**src/rtl/loader_pkg.sv**
```systemverilog
// Shared types and default constants for the instruction-memory loader.
package loader_pkg;

    // Default loader parameters: PC stride, largest accepted image, byte-gap limit.
    localparam int DEF_ADDR_STEP      = 4;
    localparam int DEF_MAX_WORDS      = 16384;
    localparam int DEF_TIMEOUT_CYCLES = 1024;

    // Loader FSM states, in stream order.
    typedef enum logic [2:0] {
        ST_IDLE    = 3'd0,
        ST_LEN_HI  = 3'd1,
        ST_LEN_LO  = 3'd2,
        ST_DATA_HI = 3'd3,
        ST_DATA_LO = 3'd4,
        ST_CHECK   = 3'd5,
        ST_DONE    = 3'd6,
        ST_ERROR   = 3'd7
    } state_e;

    // Failure reason reported on err_code.
    typedef enum logic [1:0] {
        ERR_NONE    = 2'd0,
        ERR_LEN     = 2'd1,
        ERR_CSUM    = 2'd2,
        ERR_TIMEOUT = 2'd3
    } err_code_e;

    // True in the states that take bytes from the stream.
    function automatic logic is_receiving(input state_e s);
        return s inside {ST_LEN_HI, ST_LEN_LO, ST_DATA_HI, ST_DATA_LO, ST_CHECK};
    endfunction

endpackage

```
**src/rtl/loader_timer.sv**
```systemverilog
// Byte-gap watchdog: counts enabled cycles since the last clear and flags
// when the count reaches TIMEOUT_CYCLES.
module loader_timer
    import loader_pkg::*;
#(
    parameter int TIMEOUT_CYCLES = DEF_TIMEOUT_CYCLES
) (
    input  logic clk,
    input  logic reset,
    input  logic clear,
    input  logic enable,
    output logic expired
);

    localparam int             CW    = $clog2(TIMEOUT_CYCLES + 1);
    localparam logic [CW-1:0]  LIMIT = CW'(TIMEOUT_CYCLES);

    logic [CW-1:0] count_q;

    // Gap counter: cleared on request, saturates at the limit while enabled.
    // NOTE: sequential state uses non-blocking (<=) so every flop samples pre-edge values.
    always_ff @(posedge clk or posedge reset) begin
        if (reset) begin
            count_q <= '0;
        end else if (clear) begin
            count_q <= '0;
        end else if (enable && (count_q != LIMIT)) begin
            count_q <= count_q + 1'b1;
        end
    end

    assign expired = enable && (count_q == LIMIT);

endmodule

```
**src/rtl/imem_loader.sv**
```systemverilog
// Streams a length-prefixed, XOR-checksummed program image into instruction
// memory one 16-bit word at a time, holding the CPU in reset until the image
// has been fully received and verified.
module imem_loader
    import loader_pkg::*;
#(
    parameter int ADDR_STEP      = DEF_ADDR_STEP,
    parameter int MAX_WORDS      = DEF_MAX_WORDS,
    parameter int TIMEOUT_CYCLES = DEF_TIMEOUT_CYCLES
) (
    input  logic        clk,
    input  logic        reset,
    input  logic        start,
    input  logic [7:0]  in_data,
    input  logic        in_valid,
    output logic        in_ready,
    output logic        wr_en,
    output logic [15:0] wr_addr,
    output logic [15:0] wr_data,
    output logic        cpu_hold,
    output logic        busy,
    output logic        done,
    output logic        error,
    output logic [1:0]  err_code,
    output logic [15:0] words_loaded
);

    localparam logic [31:0] MAX_WORDS_U = 32'(MAX_WORDS);
    localparam logic [15:0] ADDR_STEP_U = 16'(ADDR_STEP);

    // FSM and datapath state.
    state_e      state_q, state_d;
    logic [15:0] len_q, len_d;
    logic [7:0]  hi_q, hi_d;
    logic [7:0]  csum_q, csum_d;
    logic [15:0] words_q, words_d;
    err_code_e   err_q, err_d;
    logic        wr_en_q, wr_en_d;
    logic [15:0] wr_addr_q, wr_addr_d;
    logic [15:0] wr_data_q, wr_data_d;

    // Registered status flags, decoded from the next state.
    logic        recv_q;
    logic        done_q;
    logic        error_q;
    logic        hold_q;

    logic        accept;
    logic        start_ok;
    logic        expired;
    logic        timer_clear;
    logic [15:0] len_rx;
    logic        len_bad;
    logic [15:0] words_next;
    logic        last_word;

    // A byte moves only when the source offers it and we are in a receiving state.
    assign accept      = in_valid & recv_q;
    assign start_ok    = start & (state_q inside {ST_IDLE, ST_DONE, ST_ERROR});
    assign len_rx      = {len_q[15:8], in_data};
    assign len_bad     = (len_rx == 16'd0) || ({16'd0, len_rx} > MAX_WORDS_U);
    assign words_next  = words_q + 16'd1;
    assign last_word   = (words_next == len_q);
    // The gap count restarts on every byte and is held at zero outside a load,
    // so it is already zero when LEN_HI is entered.
    assign timer_clear = accept | ~recv_q;

    loader_timer #(
        .TIMEOUT_CYCLES (TIMEOUT_CYCLES)
    ) u_timer (
        .clk     (clk),
        .reset   (reset),
        .clear   (timer_clear),
        .enable  (recv_q),
        .expired (expired)
    );

    // Next-state and datapath update for one stream byte per cycle.
    // NOTE: every output of this block gets a default first so no latch is inferred.
    always_comb begin
        state_d   = state_q;
        len_d     = len_q;
        hi_d      = hi_q;
        csum_d    = csum_q;
        words_d   = words_q;
        err_d     = err_q;
        wr_en_d   = 1'b0;
        wr_addr_d = wr_addr_q;
        wr_data_d = wr_data_q;

        case (state_q)
            ST_IDLE, ST_DONE, ST_ERROR: begin
                if (start_ok) begin
                    state_d = ST_LEN_HI;
                    err_d   = ERR_NONE;
                    words_d = 16'd0;
                    csum_d  = 8'd0;
                end
            end
            ST_LEN_HI: begin
                if (accept) begin
                    len_d   = {in_data, 8'h00};
                    state_d = ST_LEN_LO;
                end
            end
            ST_LEN_LO: begin
                if (accept) begin
                    len_d = len_rx;
                    if (len_bad) begin
                        state_d = ST_ERROR;
                        err_d   = ERR_LEN;
                    end else begin
                        state_d = ST_DATA_HI;
                    end
                end
            end
            ST_DATA_HI: begin
                if (accept) begin
                    hi_d    = in_data;
                    csum_d  = csum_q ^ in_data;
                    state_d = ST_DATA_LO;
                end
            end
            ST_DATA_LO: begin
                if (accept) begin
                    csum_d    = csum_q ^ in_data;
                    wr_en_d   = 1'b1;
                    wr_data_d = {hi_q, in_data};
                    wr_addr_d = words_q * ADDR_STEP_U;
                    words_d   = words_next;
                    state_d   = last_word ? ST_CHECK : ST_DATA_HI;
                end
            end
            ST_CHECK: begin
                if (accept) begin
                    if (in_data == csum_q) begin
                        state_d = ST_DONE;
                    end else begin
                        state_d = ST_ERROR;
                        err_d   = ERR_CSUM;
                    end
                end
            end
            default: begin
                state_d = ST_IDLE;
            end
        endcase

        // A stalled stream aborts the load; a byte arriving on the same edge wins.
        if (recv_q && !accept && expired) begin
            state_d = ST_ERROR;
            err_d   = ERR_TIMEOUT;
        end
    end

    // State, datapath and registered status outputs.
    // NOTE: this design holds no memory arrays, so every flop here can safely take the reset.
    always_ff @(posedge clk or posedge reset) begin
        if (reset) begin
            state_q   <= ST_IDLE;
            len_q     <= 16'd0;
            hi_q      <= 8'd0;
            csum_q    <= 8'd0;
            words_q   <= 16'd0;
            err_q     <= ERR_NONE;
            wr_en_q   <= 1'b0;
            wr_addr_q <= 16'd0;
            wr_data_q <= 16'd0;
            recv_q    <= 1'b0;
            done_q    <= 1'b0;
            error_q   <= 1'b0;
            hold_q    <= 1'b1;
        end else begin
            state_q   <= state_d;
            len_q     <= len_d;
            hi_q      <= hi_d;
            csum_q    <= csum_d;
            words_q   <= words_d;
            err_q     <= err_d;
            wr_en_q   <= wr_en_d;
            wr_addr_q <= wr_addr_d;
            wr_data_q <= wr_data_d;
            recv_q    <= is_receiving(state_d);
            done_q    <= (state_d == ST_DONE);
            error_q   <= (state_d == ST_ERROR);
            hold_q    <= (state_d != ST_DONE);
        end
    end

    assign in_ready     = recv_q;
    assign busy         = recv_q;
    assign done         = done_q;
    assign error        = error_q;
    assign cpu_hold     = hold_q;
    assign err_code     = err_q;
    assign words_loaded = words_q;
    assign wr_en        = wr_en_q;
    assign wr_addr      = wr_addr_q;
    assign wr_data      = wr_data_q;

endmodule

```
**config.mk**
```make
export PLATFORM = sky130hd
export DESIGN_NAME = imem_loader
export DESIGN_NICKNAME = d
export VERILOG_FILES = /design/src/rtl/loader_pkg.sv /design/src/rtl/loader_timer.sv /design/src/rtl/imem_loader.sv
export SDC_FILE = /design/constraint.sdc
export NUM_CORES = 1
export LEC_CHECK = 0
export CORE_AREA = 2 2 145 147
export DETAILED_ROUTE_END_ITERATION = 10
export DIE_AREA = 0 0 147 149
export PLACE_DENSITY_LB_ADDON = 0.15
export SLEW_MARGIN = 0
export SYNTH_ARGS = -nofsm -noshare
export SYNTH_HDL_FRONTEND = slang
export SYNTH_SLANG_ARGS = --single-unit
```
**constraint.sdc**
```tcl
create_clock -name clk -period 3.6 [get_ports clk]
set_clock_uncertainty 0.15 [all_clocks]
set_input_delay 0.54 -clock clk [delete_from_list [all_inputs] [get_ports clk]]
set_output_delay 0.54 -clock clk [all_outputs]
set_load 0.005 [all_outputs]
```
# After elaboration in Yosys (flattened, before gate mapping)
# Index checks and enable logic that the tools add are counted.
word_totals:
  register_bits: 99
  inputBits: 12
  output_inout_bits: 56
  word_cells: 108
op_classes:
  add_sub_neg: 2
  n_lt_le_gt_ge: 1
  n_eq_ne: 29
  n_mux: 31
  bitwise: 6
  n_reduce_logical: 24
ops:
  columns: ["op", "n"]
  rows:
  - ["16-bit one-hot mux with 2 select lines", 2]
  - ["16-bit 2-to-1 mux", 3]
  - ["3-bit 2-to-1 mux", 9]
  - ["3-bit == test (second input constant)", 8]
  - ["8-bit 2-to-1 mux", 3]
  - ["11-bit 2-to-1 mux", 2]
  - ["3-bit inequality test (second input constant)", 6]
  - ["3-bit one-hot mux with 6 select lines", 1]
  - ["16-bit by 1-bit adder with 16-bit output (second input constant)", 1]
  - ["16-bit == test", 1]
  - ["16-bit by 15-bit greater-than comparator with 1-bit output (second input constant)", 1]
  - ["16-bit zero test", 1]
  - ["8-bit one-hot mux with 2 select lines", 1]
  - ["3-bit by 2-bit == test with 1-bit output (second input constant)", 4]
  - ["2-bit 2-to-1 mux", 6]
  - ["3-bit AND reduction", 4]
  - ["11-bit by 1-bit adder with 11-bit output (second input constant)", 1]
  - ["11-bit == test (second input constant)", 1]
  - ["11-bit inequality test (second input constant)", 1]
  - ["8-bit == test", 1]
  - ["2-bit inequality test (second input constant)", 4]
  - ["2-bit nonzero test", 4]
  - ["8-bit bitwise XOR", 1]
  - ["3-bit by 1-bit == test with 1-bit output (second input constant)", 2]
  - ["other kinds (17)", 25]

# Logic depth before layout (Yosys ltp)
# Gate-level depths: netlist of the first run.
logic_depth:
  word_depth: 8
  depth_mapped: 9
  depth_no_buf: 7

# Cells and area by module
# Synthesis of the first run repeated with hierarchy kept, for this count alone.
hier_totals:
  cells_unflattened: 594
  area_unflattened_um2: 5361.4
modules_own_cells:
  columns: ["mod", "n_inst", "cells_each", "area_per_inst_um2", "seq_area_each_um2"]
  rows:
  - ["imem_loader", 1, 521, 4649.5, 2203.4]
  - ["loader_timer", 1, 73, 711.9, 275.3]

# Worst setup path after synthesis of the first run
# No wires, ideal clock.
synth_path:
  path_type: "input -> register"
  from: "input in_data[7]"
  to: "register state_q[2]"
  setup_time_ns: 0.118
  arrival_ns: 2.096
  required_time_ns: 3.332
  path_slack_ns: 1.236
  stages: 7
  n_path_buf: 1
  cell_sequence: "buf_6 nor4_2 nand4_1 or3b_1 and3_4 or3_1 a21o_1"
synth_via:
  elab_chain_cells: 6
  elab_cells_between_ends: 7
  classes_between: "order compare: 1; mux: 4; reduce/logical: 2"
synth_rtl:
  columns: ["element", "line", "text"]
  rows:
  - ["start, declared", "imem_loader.sv:14", "input logic [7:0] in_data,"]
  - ["16-bit by 15-bit greater-than comparator with 1-bit output or 16-bit zero test (tied branches)", "imem_loader.sv:61", "assign len_bad = (len_rx == 16'd0) || ({16'd0, len_rx} > MAX_WORDS_U);"]
  - ["1-bit logical OR *", "imem_loader.sv:61", null]
  - ["3-bit 2-to-1 mux *", "imem_loader.sv:109", "if (len_bad) begin"]
  - ["3-bit 2-to-1 mux *", "imem_loader.sv:107", "if (accept) begin"]
  - ["3-bit one-hot mux with 6 select lines *", "imem_loader.sv:91", "case (state_q)"]
  - ["3-bit 2-to-1 mux *", "imem_loader.sv:150", "if (recv_q && !accept && expired) begin"]
  - ["net state_d[2]", "imem_loader.sv:32", "state_e state_q, state_d;"]
  - ["end signal, assigned", "imem_loader.sv:174", "state_q <= state_d;"]
  - ["end, declared", "imem_loader.sv:32", null]
# Mark *: on every way through the listed nets, which the timed path passes. The rest lies on a longest branch.
# A chain may end at the register's enable or synchronous reset.

# Worst setup path in the final report of the first run
layout_path:
  from: "register words_q[0] (netlist: words_loaded[0])"
  to: "register state_q[1]"
layout_via:
  elab_chain_cells: 6
layout_rtl:
  columns: ["element", "line", "text"]
  rows:
  - ["start, declared", "imem_loader.sv:36", "logic [15:0] words_q, words_d;"]
  - ["start signal, assigned", "imem_loader.sv:178", "words_q <= words_d;"]
  - ["16-bit by 1-bit adder with 16-bit output", "imem_loader.sv:62", "assign words_next = words_q + 16'd1;"]
  - ["16-bit == test", "imem_loader.sv:63", "assign last_word = (words_next == len_q);"]
  - ["3-bit 2-to-1 mux", "imem_loader.sv:131", "state_d = last_word ? ST_CHECK : ST_DATA_HI;"]
  - ["3-bit 2-to-1 mux", "imem_loader.sv:125", "if (accept) begin"]
  - ["3-bit one-hot mux with 6 select lines", "imem_loader.sv:91", null]
  - ["3-bit 2-to-1 mux", "imem_loader.sv:150", null]
  - ["net state_d[1]", "imem_loader.sv:32", null]
# The timed path passes the listed nets, and every way through them passes these cells.

==> results of run 1 <==
[routing by layer]
layer	up-vias	part of all wire
met5	-	0
met4	0	0.025
met3	18	0.039
met2	96	0.47
met1	1924	0.47
li1	1966	-
[logic make-up after synthesis]
family | count (synthesis) | share of synthesized area
mux | 12 | 0.02668
xor+xnor | 37 | 0.06519
simple gates | 266 | 0.2492
compound gates | 90 | 0.1105
fa+ha+maj | 3 | 0.007552
other cells | 1 | 0.0007544
buf+inv | 46 | 0.04153
flops | 99 | 0.4986
[area by class of cell]
type / count / area (um^2) / share of cell area
sequential: 99 / 2479 / 0.4018
multi-input combinational: 410 / 2290 / 0.3712
timing repair buffer: 71 / 708.2 / 0.1148
tap: 275 / 344.1 / 0.05578
clock buffer: 9 / 225.2 / 0.03651
clock inverter: 7 / 82.58 / 0.01339
inverter: 10 / 40.04 / 0.006491
[Yosys cell counts (all sizes together) (2+ instances only)]
| cell | n |
|---|---|
| nor4b | 2 |
| a21o | 2 |
| inv | 10 |
| a31oi | 6 |
| o21ai | 49 |
| nor2 | 36 |
| mux2 | 10 |
| nor2b | 3 |
| nor3 | 6 |
| xor2 | 15 |
| nand2b | 15 |
| buf | 17 |
| or2 | 3 |
| a41oi | 2 |
| ha | 3 |
| clkbuf | 19 |
| nand3 | 20 |
| nand2 | 140 |
| mux2i | 2 |
| o2bb2ai | 8 |
| nor4 | 10 |
| and2 | 2 |
| or3 | 6 |
| dfrtp | 98 |
| o31ai | 7 |
| xnor2 | 22 |
| nand4 | 10 |
| a21oi | 7 |
| a22o | 2 |
| and3 | 7 |
[worst min-delay path: cells and delay by family, from the launching register on]
family,cells,cell delay (ns)
flops,1,0.35
simple gates,2,0.10
[per-stage QoR]
stage	hold slack [ns]	total power, mW	util
3_5_place_dp	0.3077	3.131	0.2851
4_1_cts	0.3320	4.188	0.3001
2_1_floorplan	0.2831	2.545	-
6_report	0.3252	4.116	0.3001
5_1_grt	0.3546	4.425	0.3001
3_3_place_gp	0.3107	3.114	0.2851
[state kept, by name (all words and copies together) (netlist names)]
register         count
csum_q               8
done                 1
wr_addr             14
cpu_hold             1
hi_q                 8
wr_en                1
len_q               16
state_q              3
u_timer.count_q     11
wr_data             16
busy                 1
err_code             2
error                1
words_loaded        16
[final timing paths]
path,start,end,slack [ns],depth (start not counted)
setup / recovery,words_loaded[0],state_q[1],0.83,7
hold / removal,wr_addr[8],wr_addr[8],0.33,2
setup reg to reg,words_loaded[0],state_q[1],0.83,7
hold reg to reg,wr_addr[8],wr_addr[8],0.33,2
max in group asynchronous,reset,wr_addr[14],2.02,4
min in group asynchronous,reset,hi_q[1],0.45,2
[power groups by stage]
stage	combinational [mW]	sequential (mW)	clock, mW
2_1_floorplan	0.884	1.66	0
3_3_place_gp	1.35	1.76	0
4_1_cts	1.37	1.75	1.07
3_5_place_dp	1.36	1.77	0
5_1_grt	1.52	1.79	1.11
6_report	1.34	1.74	1.03
==> metrics.csv, run 1 <==
metric,value,unit
status,"finished, final reports clean",
grt_first_pass_wirelength,21.58,mm
path_cells,ha_1 > nand3_1 > nor4_2 > and3_1 > a22oi_1 > nor4_1 > a2bb2oi_1,
setup_viol,0,
dp_hpwl,9.366,mm
post-place-ws,0.5607,ns
grtUsageTotal,0.1258,
synthesis.area,0.004971,mm^2
worstPathMaxFanout,9,
htree_levels,3,
syn_inst,554,
switchingPower,1.447,mW
syn_area_per_cell,8.973,um^2
ctsLongestPathBuffers,2,
p_per_area,667.3,mW/mm^2
ys_ff_latch,99,
grt_use_met2,0.2033,
met1_usage,0.1665,
tns,0,ns
cts_tree,done,
peakVddDrop,0.0003070,V
numPortBuffers,65,
cp_slowest_cell,dfrtp_1,
synth_top_cell_by_area,dfrtp_1,
postCtsSetupBuffers,0,
stdcell_count,881,
setup_slack,0.8266,ns
p_clk_frac,0.251,
top_usage_layer,met2,
die_w,147,um
sequentialPowerShare,0.422,
internal-power,2.670,mW
fmaxAchievable,0.3606,GHz
crit_type,flip-flop to flip-flop,
critPathTopFamily,simple AND/OR/NAND/NOR gates,
synth_edf_count,0,
cts.root.buffer_cell,clkbuf_16,
dpl_cell_area,0.005861,mm^2
netlist_top_cells_area,"dfrtp_1 49%, nand2_1 11%, o21ai_0 4.7%",
n_fill_cell,2206,
globalRouteOverflowTotal,0,
maxSlewHeadroom,0.5153,
antenna_found_initial,0,
yosys.cell_types.count,54,
cts-resized-gates,0,
wl,13.30,mm
die_h,149,um
layout.nets,616,
drv_cap,0,
worst-path-buf-inv,0,
drt-initial-drc-count,261,
synthArstFlopShare,1.000,
vias,4004,
drcViolationCount,0,
cts_buffers,9,
grt_max_degree,51,
grt_pass1_vias,3972,
fin_area,0.006168,mm^2
ys_dominant_reg_cell,dfrtp_1,
viasPerCell,4.545,
combPwrFrac,0.327,
area_delta_synth_final,24.09,%
yosysWarnings,0,
fin_crit,2.773,ns
yosysSeqAreaShare,0.4986,
leakage,2.689,nW
yosysTopAreaCellShare,0.4933,
swShare,0.3515,
clock_latency,0.36,ns
maxSlewViolCount,0,
routedWlPerCell,15.10,um
met3_usage,0.02294,
ctsHoldBuffers,0,
clk_pin_slew_worst_paths,0.07,ns
hold_violations,0,
first_pass_iters,4,
start_kind,flip-flop,
start_util,0.2418,
ant_nets,0,
globalplace.congestion,0.7856,
drive_gt1_frac,0.07096,
arrival,2.85,ns
cp.required,3.68,ns
placed_cells,865,
final_common_cell,nand2_1,
pin_count,68,
num_rows,53,
core_area,0.02056,mm^2
cts_sinks,99,
slowest_delay,0.51,ns
max_slew.worst_pin.slew,0.7271,ns
die_area,0.02190,mm^2
rsz0062_at_grt,no,
antennaDiodeCount,0,
fin_crit_sh,0.7704,
cp-end-kind,flip-flop,
mostFrequentLayoutCells,"140 x nand2_1, 98 x dfrtp_1, 65 x clkdlybuf4s50_1",
hold_path_class,flip-flop to flip-flop,
No activity file was read; power rests on OpenSTA's default activity.
==> inputs of run 2 (changes only) <==
clock period = 2.5 ns   (was 3.6 ns; I/O delays follow)
==> run 2 against run 1 <==
  * Worst hold slack got worse by 0.018 ns
  * Sequential share of layout area is 2.8 points lower
  * Clock power increased by 40%
  * Via count up 5.5%
  * Count of clock-buffer cells in the layout grew 1
  * Cell area up 7.4%
  * Critical path type unchanged
==> metrics.csv, run 2 (same netlist as run 1, synthesis figures left out) <==
metric,value,unit
status,"finished, final reports clean",
r2r_cells,7,
n_fill_cell,2165,
dp_hpwl,10.44,mm
fmaxAchievable,0.4147,GHz
multiInputGateArea,0.002310,mm^2
postCtsSetupBuffers,0,
r2r-start,len_q[11],
mostFrequentLayoutCells,"140 x nand2_1, 98 x dfrtp_1, 65 x clkdlybuf4s50_1",
arrival,2.50,ns
antennaDiodeCount,0,
crit_type,flip-flop to flip-flop,
start_kind,flip-flop,
grt_max_degree,31,
cts-resized-gates,0,
globalRouteOverflowTotal,0,
hold_violations,0,
vias,4223,
grt_first_pass_wirelength,22.87,mm
die_area,0.02190,mm^2
final_core_util,0.3223,
globalplace.congestion,0.8243,
die_w,147,um
viasPerCell,4.517,
cp-end-kind,flip-flop,
start_util,0.2418,
htree_levels,3,
fin_crit,2.412,ns
drive_gt1_frac,0.1515,
grt_pass1_vias,4218,
cts_tree,done,
drcViolationCount,0,
die_h,149,um
cp.required,2.59,ns
leakage,2.973,nW
cp-startpoint,len_q[11],
clk_pin_slew_worst_paths,0.07,ns
maxSlewViolCount,0,
core_area,0.02056,mm^2
final_common_cell,nand2_1,
peakVddDrop,0.0004507,V
fin_crit_sh,0.9647,
wl,14.01,mm
clock_latency,0.35,ns
rsz0062_at_grt,no,
p_per_area,932.7,mW/mm^2
cts.root.buffer_cell,clkbuf_16,
num_rows,53,
r2r_setup_slack,0.09,ns
cts_buffers,9,
antenna_found_initial,0,
tns,0,ns
first_pass_iters,4,
area_delta_synth_final,33.30,%
drv_cap,0,
cts_sinks,99,
rr_endpoint,state_q[2],
max_slew.worst_pin.slew,0.6228,ns
register_area,0.002479,mm^2
setup_viol,0,
ctsLongestPathBuffers,2,
ctsHoldBuffers,0,
worstPathMaxFanout,2,
ant_nets,0,
hold_path_class,input pin to asynchronous set/reset pin,
routedWlPerCell,14.98,um
drt-initial-drc-count,277,
grtUsageTotal,0.1328,
numPortBuffers,65,
layout.nets,670,
pin_count,68,
maxSlewHeadroom,0.5839,
crit_path_end,state_q[2],
## run 2: changes by cell type in the layout (fill, tap and decap cells not counted), sizes merged
cell	change
buf	+54
clkbuf	+1
clkinv	+2
clkinvlp	-1
inv	-2
## run 2: area by class of cell
class,count,area share
Sequential cell,99,0.3741
Multi-Input combinational cell,410,0.3486
Timing Repair Buffer,125,0.1737
Tap cell,275,0.05193
Clock buffer,10,0.03455
Clock inverter,6,0.01095
Inverter,10,0.006231
## run 2: power breakdown
part	switching (mW)	leakage [nW]	internal, mW
Clock	0.650	0.149	0.792
Combinational	1.10	1.51	1.19
Sequential	0.378	1.31	2.07
Total	2.13	2.97	4.05
## run 2: worst min path at each step
stage / from / endpoint / slack, ns / cells past startpoint
2_1_floorplan: hi_q[2] / wr_data[10] / 0.28 / 2
3_3_place_gp: hi_q[3] / wr_data[11] / 0.30 / 2
3_5_place_dp: hi_q[2] / wr_data[10] / 0.30 / 2
4_1_cts: reset / len_q[5] / 0.32 / 2
5_1_grt: reset / len_q[2] / 0.35 / 2
6_report: reset / len_q[5] / 0.31 / 2
## run 2: per-layer routing
layer / share of wire / GRT usage
met1: 0.47 / 0.1787
met2: 0.47 / 0.2150
met3: 0.043 / 0.02141
met4: 0.021 / 0.05288
met5: 0 / 0
## run 2: per-stage QoR
step	worst slack (ns)	hold slack [ns]	power, mW	std cells	cell area, um^2
2_1_floorplan	0.2974	0.2831	3.665	555	4979
3_3_place_gp	-0.1824	0.3014	4.732	919	6305
3_5_place_dp	-0.2442	0.3024	4.765	919	6305
4_1_cts	0.02104	0.3228	6.263	935	6606
5_1_grt	0.01132	0.3487	6.666	935	6626
6_report	0.08833	0.3072	6.181	935	6626
## run 2: worst max-delay path: stages, from the launching register on
cell,delay (ns)
dfrtp_1,0.40
nor4_2,0.29
buf_4,0.16
nand4_1,0.16
or3b_1,0.41
and3_4,0.19
or3_4,0.37
a21o_1,0.16
==> patch, RTL diff (settings of run 1) <==
Remove the register `error_q`: a continuous assignment takes its place, so the output `error` follows one clock earlier.
--- a/src/rtl/imem_loader.sv
+++ b/src/rtl/imem_loader.sv
@@ -168,7 +168,6 @@
             wr_data_q <= 16'd0;
             recv_q    <= 1'b0;
             done_q    <= 1'b0;
-            error_q   <= 1'b0;
             hold_q    <= 1'b1;
         end else begin
             state_q   <= state_d;
@@ -182,10 +181,11 @@
             wr_data_q <= wr_data_d;
             recv_q    <= is_receiving(state_d);
             done_q    <= (state_d == ST_DONE);
-            error_q   <= (state_d == ST_ERROR);
             hold_q    <= (state_d != ST_DONE);
         end
     end
+
+    assign error_q = (state_d == ST_ERROR);
 
     assign in_ready     = recv_q;
     assign busy         = recv_q;
Function: changed (a bounded check fails within 4 cycles, from zero or initial values and one cycle with reset high).
==> patch against run 1 <==
  * Power increased by 3.7%
  * Sequential cell count decreased by 1
  * Worst setup slack got worse by 790 ps
  * Critical path type is now reg -> out
  * Worst hold slack got worse by 2.9 ps
  * Non-clock buffer count increased by 57
  * Area after synthesis increased by 2.6%
  * Utilization increased by 3.2 points
  * Cell area increased by 11%
  * Via count increased by 8.1%
  * Wire length increased by 6.7%
  * Count of clock-buffer cells in the layout increased by 1
==> patch: results <==
export IMPL_status="completed"
export IMPL_hpwlAfterDp_um=10100
export IMPL_crit_path_max_fanout=6
export IMPL_wl_met3_um=474
export IMPL_port_buffers=65
export IMPL_leakage_nw=3.05
export IMPL_ys_types=51
export IMPL_min_period_ps=3560
export IMPL_num_antenna_cells=0
export IMPL_min_from="hi_q[3]$_DFFE_PP0P_"
export IMPL_met2_length_um=6870
export IMPL_ys_warnings_count=0
export IMPL_seq_area_frac_synth=0.481
export IMPL_grt_max_degree=67
export IMPL_synth_cells=585
export IMPL_post_place_ws_ps=-52.8
export IMPL_synth_common_cells="nand2_1 (164), dfrtp_1 (97), o21ai_0 (54), nor2_1 (36), nand3_1 (28)"
export IMPL_worstSetupStartpointType="flop"
export IMPL_cts_root_buf="clkbuf_16"
export IMPL_fillers=2137
export IMPL_rrSetupSlack_ps=790
export IMPL_clk_path_buf_depth=2
export IMPL_wirelength_um=14200
export IMPL_critPathArrivalTime_ps=2870
export IMPL_cts_htree_levels=3
export IMPL_cts_buffers=9
export IMPL_drv_cap=0
export IMPL_vias=4330
export IMPL_place_area_mm2=0.00633
export IMPL_synthTopCellsByArea="dfrtp_1 (48%), nand2_1 (12%), o21ai_0 (5.3%)"
export IMPL_hold_slack_ps=322
export IMPL_nNetsFinal=701
export IMPL_hold_class="reg -> reg"
export IMPL_antenna_found_initial=0
export IMPL_synth_async_sr_flop_share=1.00
export IMPL_drt_met1_wl_um=6720
export IMPL_slew_limit_headroom=0.555
export IMPL_hold_end="wr_data[11]$_DFFE_PP0P_"
export IMPL_drtPass1Iterations=4
export IMPL_vias_per_cell=4.48
export IMPL_reg2reg_to="busy$_DFF_PP0_"
export IMPL_gr_usage_met3=0.0324
export IMPL_clkLatencyLatePin_ps=350
export IMPL_grt_use_met1=0.178
export IMPL_grt_usage=0.134
export IMPL_max_vdd_ir_drop_mv=0.280
export IMPL_drtIter0Drc=249
export IMPL_gp_congestion=0.819
export IMPL_dp_cells=940
export IMPL_reg2reg_from="words_loaded[1]$_DFFE_PP0P_"
export IMPL_drive_gt1_frac=0.174
export IMPL_yosys_most_used_dff="dfrtp_1"
export IMPL_netlist_area_leader_share=0.476
export IMPL_rr_worst_depth=12
export IMPL_hold_depth=2
export IMPL_path_clk_slew_ps=70
export IMPL_grt_pass1_wl_um=23300
export IMPL_met2_usage=0.222
-- patch: cell types whose count changed in the layout (fill, tap and decap cells not counted), moves of 6 or more --
cell       delta
nand3_1       +8
buf_4        +54
o21ai_0       +7
o2bb2ai_1     -8
xnor2_1       -6
dfrtp_1       -6
inv_1         +6
nand2_1      +24
-- patch: timing repair --
action                                 CTS  global route
setup buffers                            2             8
endpoints found under the hold margin    0             0
setup endpoints to repair                1             1
pin swaps                                7            12
gates resized for setup                  8            20
-- patch: cells by family after synthesis --
| group | synth area share |
|---|---|
| AO/OA/AOI/OAI | 0.109 |
| other | 0.000735 |
| adder cells (fa/ha/maj) | 0.00736 |
| XOR/XNOR | 0.0618 |
| multiplexers | 0.0341 |
| buffers and inverters | 0.0488 |
| flip-flops | 0.481 |
| AND/OR/NAND/NOR | 0.257 |
-- patch: report_power, final --
part	switching (W)	internal, W
Clock	0.000459	0.000567
Sequential	0.000283	0.00141
Combinational	0.000781	0.000770
Total	0.00152	0.00274
-- patch: worst max-delay path, stage by stage, from the launching register on --
cell and delay (ps):
dfrtp_1 440, buf_6 140, nand4_4 170, buf_6 170
o21a_1 180, or3_4 380, a211oi_4 280, nand4_1 140
o21a_1 230, nor3_2 220, buf_2 150
-- patch: layout make-up --
type | count | area [um^2] | area share
repair buffers | 128 | 1140 | 0.167
clock buffers | 10 | 239 | 0.0350
flip-flops and latches | 98 | 2460 | 0.361
inverters | 17 | 66.3 | 0.00972
clock inverters | 6 | 71.3 | 0.0105
multi-input cells | 432 | 2500 | 0.366
well taps | 275 | 344 | 0.0504
-- patch: worst max-delay path by stage --
stage | endpoint | cells after the start
CTS | error | 10
finish | error | 10
detailed placement | error | 9
global placement | error | 9
global route | error | 10
floorplan | busy$_DFF_PP0_ | 1
